$ cat src/rtl/sad_pe_array16.sv
// 16-lane SAD accumulator array feeding the min-SAD compare stage.
// Optional abort input enabled by defining SAD_PE_ARRAY_ABORT_EN.
module sad_pe_array16 #(
  parameter int PIX_W   = 8,
  parameter int SAD_W   = 22,
  parameter int BLK_PIX = 256
) (
  input  logic              clk,
  input  logic              rst,
  input  logic              start,
  input  logic              pix_valid,
`ifdef SAD_PE_ARRAY_ABORT_EN
  input  logic              abort,
`endif
  input  logic [PIX_W-1:0]  cur_pix,
  input  logic [16*PIX_W-1:0] ref_pix,
  output logic              busy,
  output logic              sad_valid,
  output logic [SAD_W-1:0]  sad_out0,
  output logic [SAD_W-1:0]  sad_out1,
  output logic [SAD_W-1:0]  sad_out2,
  output logic [SAD_W-1:0]  sad_out3,
  output logic [SAD_W-1:0]  sad_out4,
  output logic [SAD_W-1:0]  sad_out5,
  output logic [SAD_W-1:0]  sad_out6,
  output logic [SAD_W-1:0]  sad_out7,
  output logic [SAD_W-1:0]  sad_out8,
  output logic [SAD_W-1:0]  sad_out9,
  output logic [SAD_W-1:0]  sad_out10,
  output logic [SAD_W-1:0]  sad_out11,
  output logic [SAD_W-1:0]  sad_out12,
  output logic [SAD_W-1:0]  sad_out13,
  output logic [SAD_W-1:0]  sad_out14,
  output logic [SAD_W-1:0]  sad_out15,
  output logic              sat_flag
);

  typedef enum logic [1:0] {IDLE, ACCUM, DONE} state_t;

  localparam logic [15:0] LAST = 16'(BLK_PIX - 1);

  state_t           state, state_nxt;
  logic [15:0]      cnt;
  logic             sat;
  logic [SAD_W-1:0] acc     [16];
  logic [SAD_W-1:0] acc_nxt [16];
  logic [SAD_W-1:0] sad_r   [16];
  logic [15:0]      lane_sat;
  logic             abort_i;
  logic             clr, kill, take, last;

`ifdef SAD_PE_ARRAY_ABORT_EN
  assign abort_i = abort;
`else
  assign abort_i = 1'b0;
`endif

  assign busy = (state == ACCUM);
  assign kill = busy && abort_i;
  assign clr  = (state != ACCUM) && start;
  assign take = busy && pix_valid && !abort_i;
  assign last = take && (cnt == LAST);

  always_comb begin
    state_nxt = state;
    unique case (state)
      IDLE:    if (start) state_nxt = ACCUM;
      ACCUM: begin
        if (kill)      state_nxt = IDLE;
        else if (last) state_nxt = DONE;
      end
      DONE:    state_nxt = start ? ACCUM : IDLE;
      default: state_nxt = IDLE;
    endcase
  end

  // Per-lane |cur-ref| at PIX_W+1 bits, summed with one carry bit for clamping
  for (genvar k = 0; k < 16; k++) begin : g_lane
    logic [PIX_W:0]   d;
    logic [PIX_W-1:0] mag;
    logic [SAD_W:0]   sum;
    assign d   = {1'b0, cur_pix} - {1'b0, ref_pix[k*PIX_W +: PIX_W]};
    assign mag = d[PIX_W] ? PIX_W'(~d + 1'b1) : d[PIX_W-1:0];
    assign sum = {1'b0, acc[k]} + (SAD_W+1)'(mag);
    assign lane_sat[k] = sum[SAD_W];
    assign acc_nxt[k]  = sum[SAD_W] ? {SAD_W{1'b1}} : sum[SAD_W-1:0];
  end

  always_ff @(posedge clk or posedge rst) begin
    if (rst) begin
      state     <= IDLE;
      cnt       <= '0;
      sat       <= 1'b0;
      sad_valid <= 1'b0;
      sat_flag  <= 1'b0;
      for (int k = 0; k < 16; k++) begin
        acc[k]   <= '0;
        sad_r[k] <= '0;
      end
    end else begin
      state     <= state_nxt;
      sad_valid <= last;
      if (clr || kill) begin
        cnt <= '0;
        sat <= 1'b0;
        for (int k = 0; k < 16; k++) acc[k] <= '0;
      end else if (take) begin
        cnt <= cnt + 16'd1;
        sat <= sat | (|lane_sat);
        for (int k = 0; k < 16; k++) acc[k] <= acc_nxt[k];
        if (last) begin
          sat_flag <= sat | (|lane_sat);
          for (int k = 0; k < 16; k++) sad_r[k] <= acc_nxt[k];
        end
      end
    end
  end

  assign sad_out0  = sad_r[0];
  assign sad_out1  = sad_r[1];
  assign sad_out2  = sad_r[2];
  assign sad_out3  = sad_r[3];
  assign sad_out4  = sad_r[4];
  assign sad_out5  = sad_r[5];
  assign sad_out6  = sad_r[6];
  assign sad_out7  = sad_r[7];
  assign sad_out8  = sad_r[8];
  assign sad_out9  = sad_r[9];
  assign sad_out10 = sad_r[10];
  assign sad_out11 = sad_r[11];
  assign sad_out12 = sad_r[12];
  assign sad_out13 = sad_r[13];
  assign sad_out14 = sad_r[14];
  assign sad_out15 = sad_r[15];

endmodule

$ cat config.mk
export PLATFORM = sky130hd
export DESIGN_NAME = sad_pe_array16
export DESIGN_NICKNAME = d
export VERILOG_FILES = /design/src/rtl/sad_pe_array16.sv
export SDC_FILE = /design/constraint.sdc
export NUM_CORES = 2
export LEC_CHECK = 0
export ABC_AREA = 0
export BUFFER_PORTS_ARGS = -buffer_cell sky130_fd_sc_hd__buf_4
export CORE_ASPECT_RATIO = 0.6
export CORE_UTILIZATION = 60
export CTS_CLUSTER_DIAMETER = 200
export DETAILED_ROUTE_END_ITERATION = 16
export HOLD_SLACK_MARGIN = 0.05
export PLACE_DENSITY = 0.83
export REMOVE_ABC_BUFFERS = 1
export SYNTH_ARGS = -nofsm -noshare
export SYNTH_HDL_FRONTEND = slang
export SYNTH_SLANG_ARGS = --single-unit
$ cat constraint.sdc
create_clock -name clk -period 24.7 [get_ports clk]
set_input_delay 1.235 -clock clk [delete_from_list [all_inputs] [get_ports clk]]
set_output_delay 1.235 -clock clk [all_outputs]
set_load 0.1 [all_outputs]
---- After elaboration in Yosys (flattened, before gate mapping) ----
Index checks and enable logic that the tools add are counted.
cells by class
  add/subtract/negate cells ............... 49
  eq/ne operators ......................... 6
  multiplexer cells ....................... 42
  bitwise operators ....................... 18
  reductions and logical operators ........ 8
operators by type and width
  kind                                            count
  two-way mux 352 bit                             2
  adder 22 x 8 -> 23 bit                          16
  two-way mux 22 bit                              16
  subtractor 8 x 8 -> 9 bit                       16
  adder 8 x 1 -> 8 bit, second input constant     16
  two-way mux 8 bit                               16
  NOT 8 bit                                       16
  two-way mux 16 bit                              2
  adder 16 x 1 -> 16 bit, second input constant   1
  == test 16 x 8 -> 1 bit, second input constant  1
  OR reduction 16 bit                             1
  case mux 2 bit (3 select lines)                 1
  two-way mux 2 bit                               2
  != test 2 x 1 -> 1 bit, second input constant   2
  logical AND 1 bit                               3
  two-way mux 1 bit                               3
  AND reduction 3 bit                             1
  == test 2 x 1 -> 1 bit, second input constant   1
  == test 2 bit, second input constant            1
  logical NOT 2 bit                               1
  != test 2 bit, second input constant            1
  AND reduction 2 bit                             1
  nonzero test 2 bit                              1
  NOT 1 bit                                       1
  bitwise OR 1 bit                                1
word-level totals
  register bits ........................... 725

---- Longest topological paths before layout ----
  word-level depth ........................ 9
  mapped depth ............................ 21

---- Worst setup path before layout ----
No wires, ideal clock.
  path kind ............................... input port to flip-flop
  start point ............................. input cur_pix[0]
  end point ............................... register sat_flag
  arrival ................................. 5,427 ps
  required time ........................... 24,575 ps
  path slack .............................. 19,147 ps
  cell stages on the path ................. 18
  path through ............................ inv_1 > ha_1 > inv_1 > fa_1 > a21oi_1 > o21ai_0 > o31a_1 > o21ai_0 > nand2b_1 > mux2_2 > fa_1 > a211oi_2 > o211ai_1 > and4_4 > or4b_1 > nor4_1 > nand2_1 > mux2_2
on the way
  longest elaborated chain between the ends .. 7
  elaborated cells between the ends (all ways) .. 82
RTL lines
  element                    line  text
  start: declaration         15    input logic [PIX_W-1:0] cur_pix,
  subtractor 8 x 8 -> 9 bit  82    assign d = {1'b0, cur_pix} - {1'b0, ref_pix[k*PIX_W +: PIX_W]};
  NOT 8 bit                  83    assign mag = d[PIX_W] ? PIX_W'(~d + 1'b1) : d[PIX_W-1:0];
  adder 8 x 1 -> 8 bit       83
  two-way mux 8 bit          83
  adder 22 x 8 -> 23 bit     84    assign sum = {1'b0, acc[k]} + (SAD_W+1)'(mag);
  OR reduction 16 bit (*)    112   sat_flag <= sat | (|lane_sat);
  bitwise OR 1 bit (*)       112
  end signal: assignment     112
  end: declaration           35    output logic sat_flag
Mark *: on every way between the ends. The rest lies on a longest branch, timed or not.
A chain may end at the register's enable or synchronous reset.

---- Final worst setup path ----
  start point ............................. input cur_pix[0]
  end point ............................... register acc[75] in the netlist's numbering
on the way
  longest elaborated chain between the ends .. 8
RTL lines
  element                         line  text
  subtractor 8 x 8 -> 9 bit (*)   82
  NOT 8 bit                       83
  adder 8 x 1 -> 8 bit            83
  two-way mux 8 bit (*)           83
  adder 22 x 8 -> 23 bit (*)      84
  two-way mux 22 bit (*)          86    assign acc_nxt[k] = sum[SAD_W] ? {SAD_W{1'b1}} : sum[SAD_W-1:0];
  two-way mux 352 bit (*)         107   end else if (take) begin
  two-way mux 352 bit (*)         103   if (clr || kill) begin
  end signal: indexed assignment  97    acc[k] <= '0;
  end: declaration                45    logic [SAD_W-1:0] acc [16];
Mark *: on every way between the ends. The rest lies on a longest branch, timed or not. The select of a mux whose other input is x is not followed.

==> impl_results.md <==
- Outcome: completed
- Register bit total from synthesis: ~730
- Routed Antenna Nets: 0
- Max reg flops: approximately 350
- # H-tree levels: 3
- TritonCTS clock tree: built
- Crit path max fanout: 16
- Hold-fix buffers, CTS: 0
- Share of post-route cells with drive strength above 1: 12.9%
- Syn avg cell area: around 8.7 um2
- Worst Tran Pin Value: 1060 ps
- Register with the most flip-flops: acc
- Post-synth EDFFs: 0
- Critical Path End Type: flip-flop
- DPL Wire Length: 96,500 um
- Port bufs: ~490
- Final Hold Fails: 0
- Clock buffer count from CTS: 73
- Num Clock Sinks: around 730
- Comb pwr share: around 44%
- Dominant synthesized flop cell: dfrtp_1
- CP startpoint kind: input pin
- Nets: around 6,200
- Pwr/cell area: 92.9 mW/mm2
- Area of the die: 0.0787 mm2
- Die X: around 360 um
- Fmax: 0.164 GHz
- First-pass GRT wire length: between 200,000 and 250,000 um
- Via/cell ratio: about 6.2
- Total Wirelength: around 140,000 um
- TritonRoute pass-1 iters: 6
- Commonest non-fill, non-tap cell in the layout: dfrtp_1
- Internal: 2.94 mW
- Initial Utilization: around three fifths
- Largest net degree at the start of global routing: ~190
- Worst EP arrival: 6660 ps
- Seq pwr share: about a third
- PostCTS Resize Cnt: 0
- Initial antenna violation count: 8
- Crit share post-route: 24.7%
- Clock slew at reported path FFs: about 70 ps
- Clock Skew: ~26 ps
- DR iter-0 viols: between 3,000 and 4,000
- Clock network power share: 24.4%
- VDD IR max: around 0.000071 V
- All-layer global routing usage: between 30% and 40%
- Die height: between 200 and 250 um
- Number of fill cells: 5,947
- Mapped Area: around 0.047 mm2
- CORE AREA: around 0.076 mm2
- TNS Setup: 0 ps
- Setup Buffers After CTS: 0
- Wire per inst: ~20 um
- Vias in the first global route: slightly below 40,000
- GRT Residual Overflow: 0
- Syn Inst Count: about 5,400
- Residual DRC: 0
- Via count: about 42,000
- Fin crit period: between 6000 and 7000 ps
- Net Sw Frac: approximately 41%
- Area delta synth->final: 14.9%
- Placed inst area: 0.0509 mm2
- Hold Crit Class: flip-flop to flip-flop
- Required time worst endpoint: around 25,000 ps
- GP Congestion: 0.935
- Max-Cap Viols: 0
- Leak Pwr: around 25 nW
- Ys async rst share: 100%
- Max transition margin: about 29%
- Final Max Tran Viols: 0
- Root buf cell: clkbuf_16
- Sequential fraction of the synthesis area: between 30 and 40%
- Yosys Warn Count: 0
- RSZ-0062 raised after global routing: no
- Finished Cell Area: around 0.053 mm2
- NetSw: 2.03 mW
- Cell variety after synth: 82
- Critical path class: input pin to flip-flop
- CTS max path bufs: 3
- Final core area utilization: approximately 70%
- Std-Cell Rows: 78
- Most frequent cells in the layout: dfrtp_1 (725), nor2_1 (595), nand2_1 (553)
- Clock Latency Late Sink: 680 ps
- Io pins: ~500
- Setup Viol. Count Final: 0
## power groups by stage
stage | Clock (mW) | Combinational [mW] | Sequential (mW)
final | 1.21 | 2.17 | 1.58
after CTS | 1.22 | 2.14 | 1.57
after global placement | 0 | 2.05 | 1.58
after floorplan | 0 | 1.66 | 1.54
after detailed placement | 0 | 2.11 | 1.59
after global routing | 1.27 | 2.42 | 1.61
## final timing paths
path / startpoint / cells past startpoint / slack, ps / endpoint
worst max-delay path: cur_pix[0] / 20 / 18590 / acc[75]
worst min-delay path: sad_out8[14] / 2 / 480 / sad_out8[14]
worst max register to register: state[0] / 9 / 20690 / sad_out12[21]
worst min register to register: sad_out8[14] / 2 / 480 / sad_out8[14]
max in group asynchronous: rst / 5 / 20850 / acc[202]
min in group asynchronous: rst / 2 / 690 / sad_out15[13]
## cell usage after synthesis (48+ instances only)
cell        n  share of area, %
o21ai_0   460               4.9
and3_1     83               1.1
nor2b_1    50              0.67
inv_1     246               2.0
a211oi_1   48              0.77
a21o_1     71               1.1
xor2_1    142               2.7
xnor2_1   277               5.2
o21a_1     62               1.0
a31oi_1   133               1.8
nor2_1    597               4.8
nand2_1   555               4.5
nand3_1   110               1.2
dfrtp_1   725                39
ha_1      303               8.1
clkbuf_1  167               1.3
a311oi_1   99               1.9
nor3_1    161               1.7
a21oi_1   471               5.1
## per-layer routing
layer | routed length, um | vias to the layer above | share of wire, % | track usage, %
met5 | 78 | - | 0.056 | 0
met4 | 4360 | 12 | 3.2 | 11.1
met3 | 12600 | 284 | 9.1 | 7.99
met2 | 60300 | 1790 | 44 | 52.3
met1 | 60900 | 20304 | 44 | 49.4
li1 | - | 19846 | - | -
## kinds of logic after synthesis
logic type | count (synthesis) | synth area share, %
AO/OA/AOI/OAI | 1565 | 20.7
XOR/XNOR | 419 | 7.89
adder cells (fa/ha/maj) | 335 | 9.53
buffers and inverters | 480 | 4.04
flip-flops | 725 | 39.0
multiplexers | 58 | 1.30
AND/OR/NAND/NOR | 1792 | 17.6
## per-stage QoR
stage / power [mW] / hold WS (ps) / setup slack (ps) / std cells
CTS: 4.93 / 483 / 18730 / 6803
finish: 4.97 / 480 / 18590 / 6805
global placement: 3.63 / 452 / 18360 / 6670
floorplan: 3.21 / 456 / 3130 / 5140
global route: 5.29 / 498 / 18070 / 6804
detailed placement: 3.71 / 465 / 18150 / 6670
## worst max-delay path, cell delays in order
cell	delay, ps
buf_4	110
inv_1	40
buf_4	410
ha_1	250
inv_1	60
fa_1	400
a21oi_1	180
o21ai_0	170
o31a_1	300
o21ai_0	240
nand2b_1	200
a31o_2	260
xnor2_1	150
ha_1	380
nand2_1	110
a2111oi_2	410
o21ai_1	320
nor2_1	860
o21ai_0	290
a221oi_1	290
## cell type report
class / instances / area [um2] / area share [%]
Clock inverter: 40 / 531 / 0.993
Multi-Input combinational cell: 4169 / 26500 / 49.7
Inverter: 246 / 938 / 1.76
Sequential cell: 725 / 18100 / 33.9
Antenna cell: 2 / 5.00 / 0.00936
Tap cell: 1000 / 1250 / 2.34
Clock buffer: 93 / 2040 / 3.82
Timing Repair Buffer: 530 / 3990 / 7.47
No activity file was read; power rests on OpenSTA's default activity.
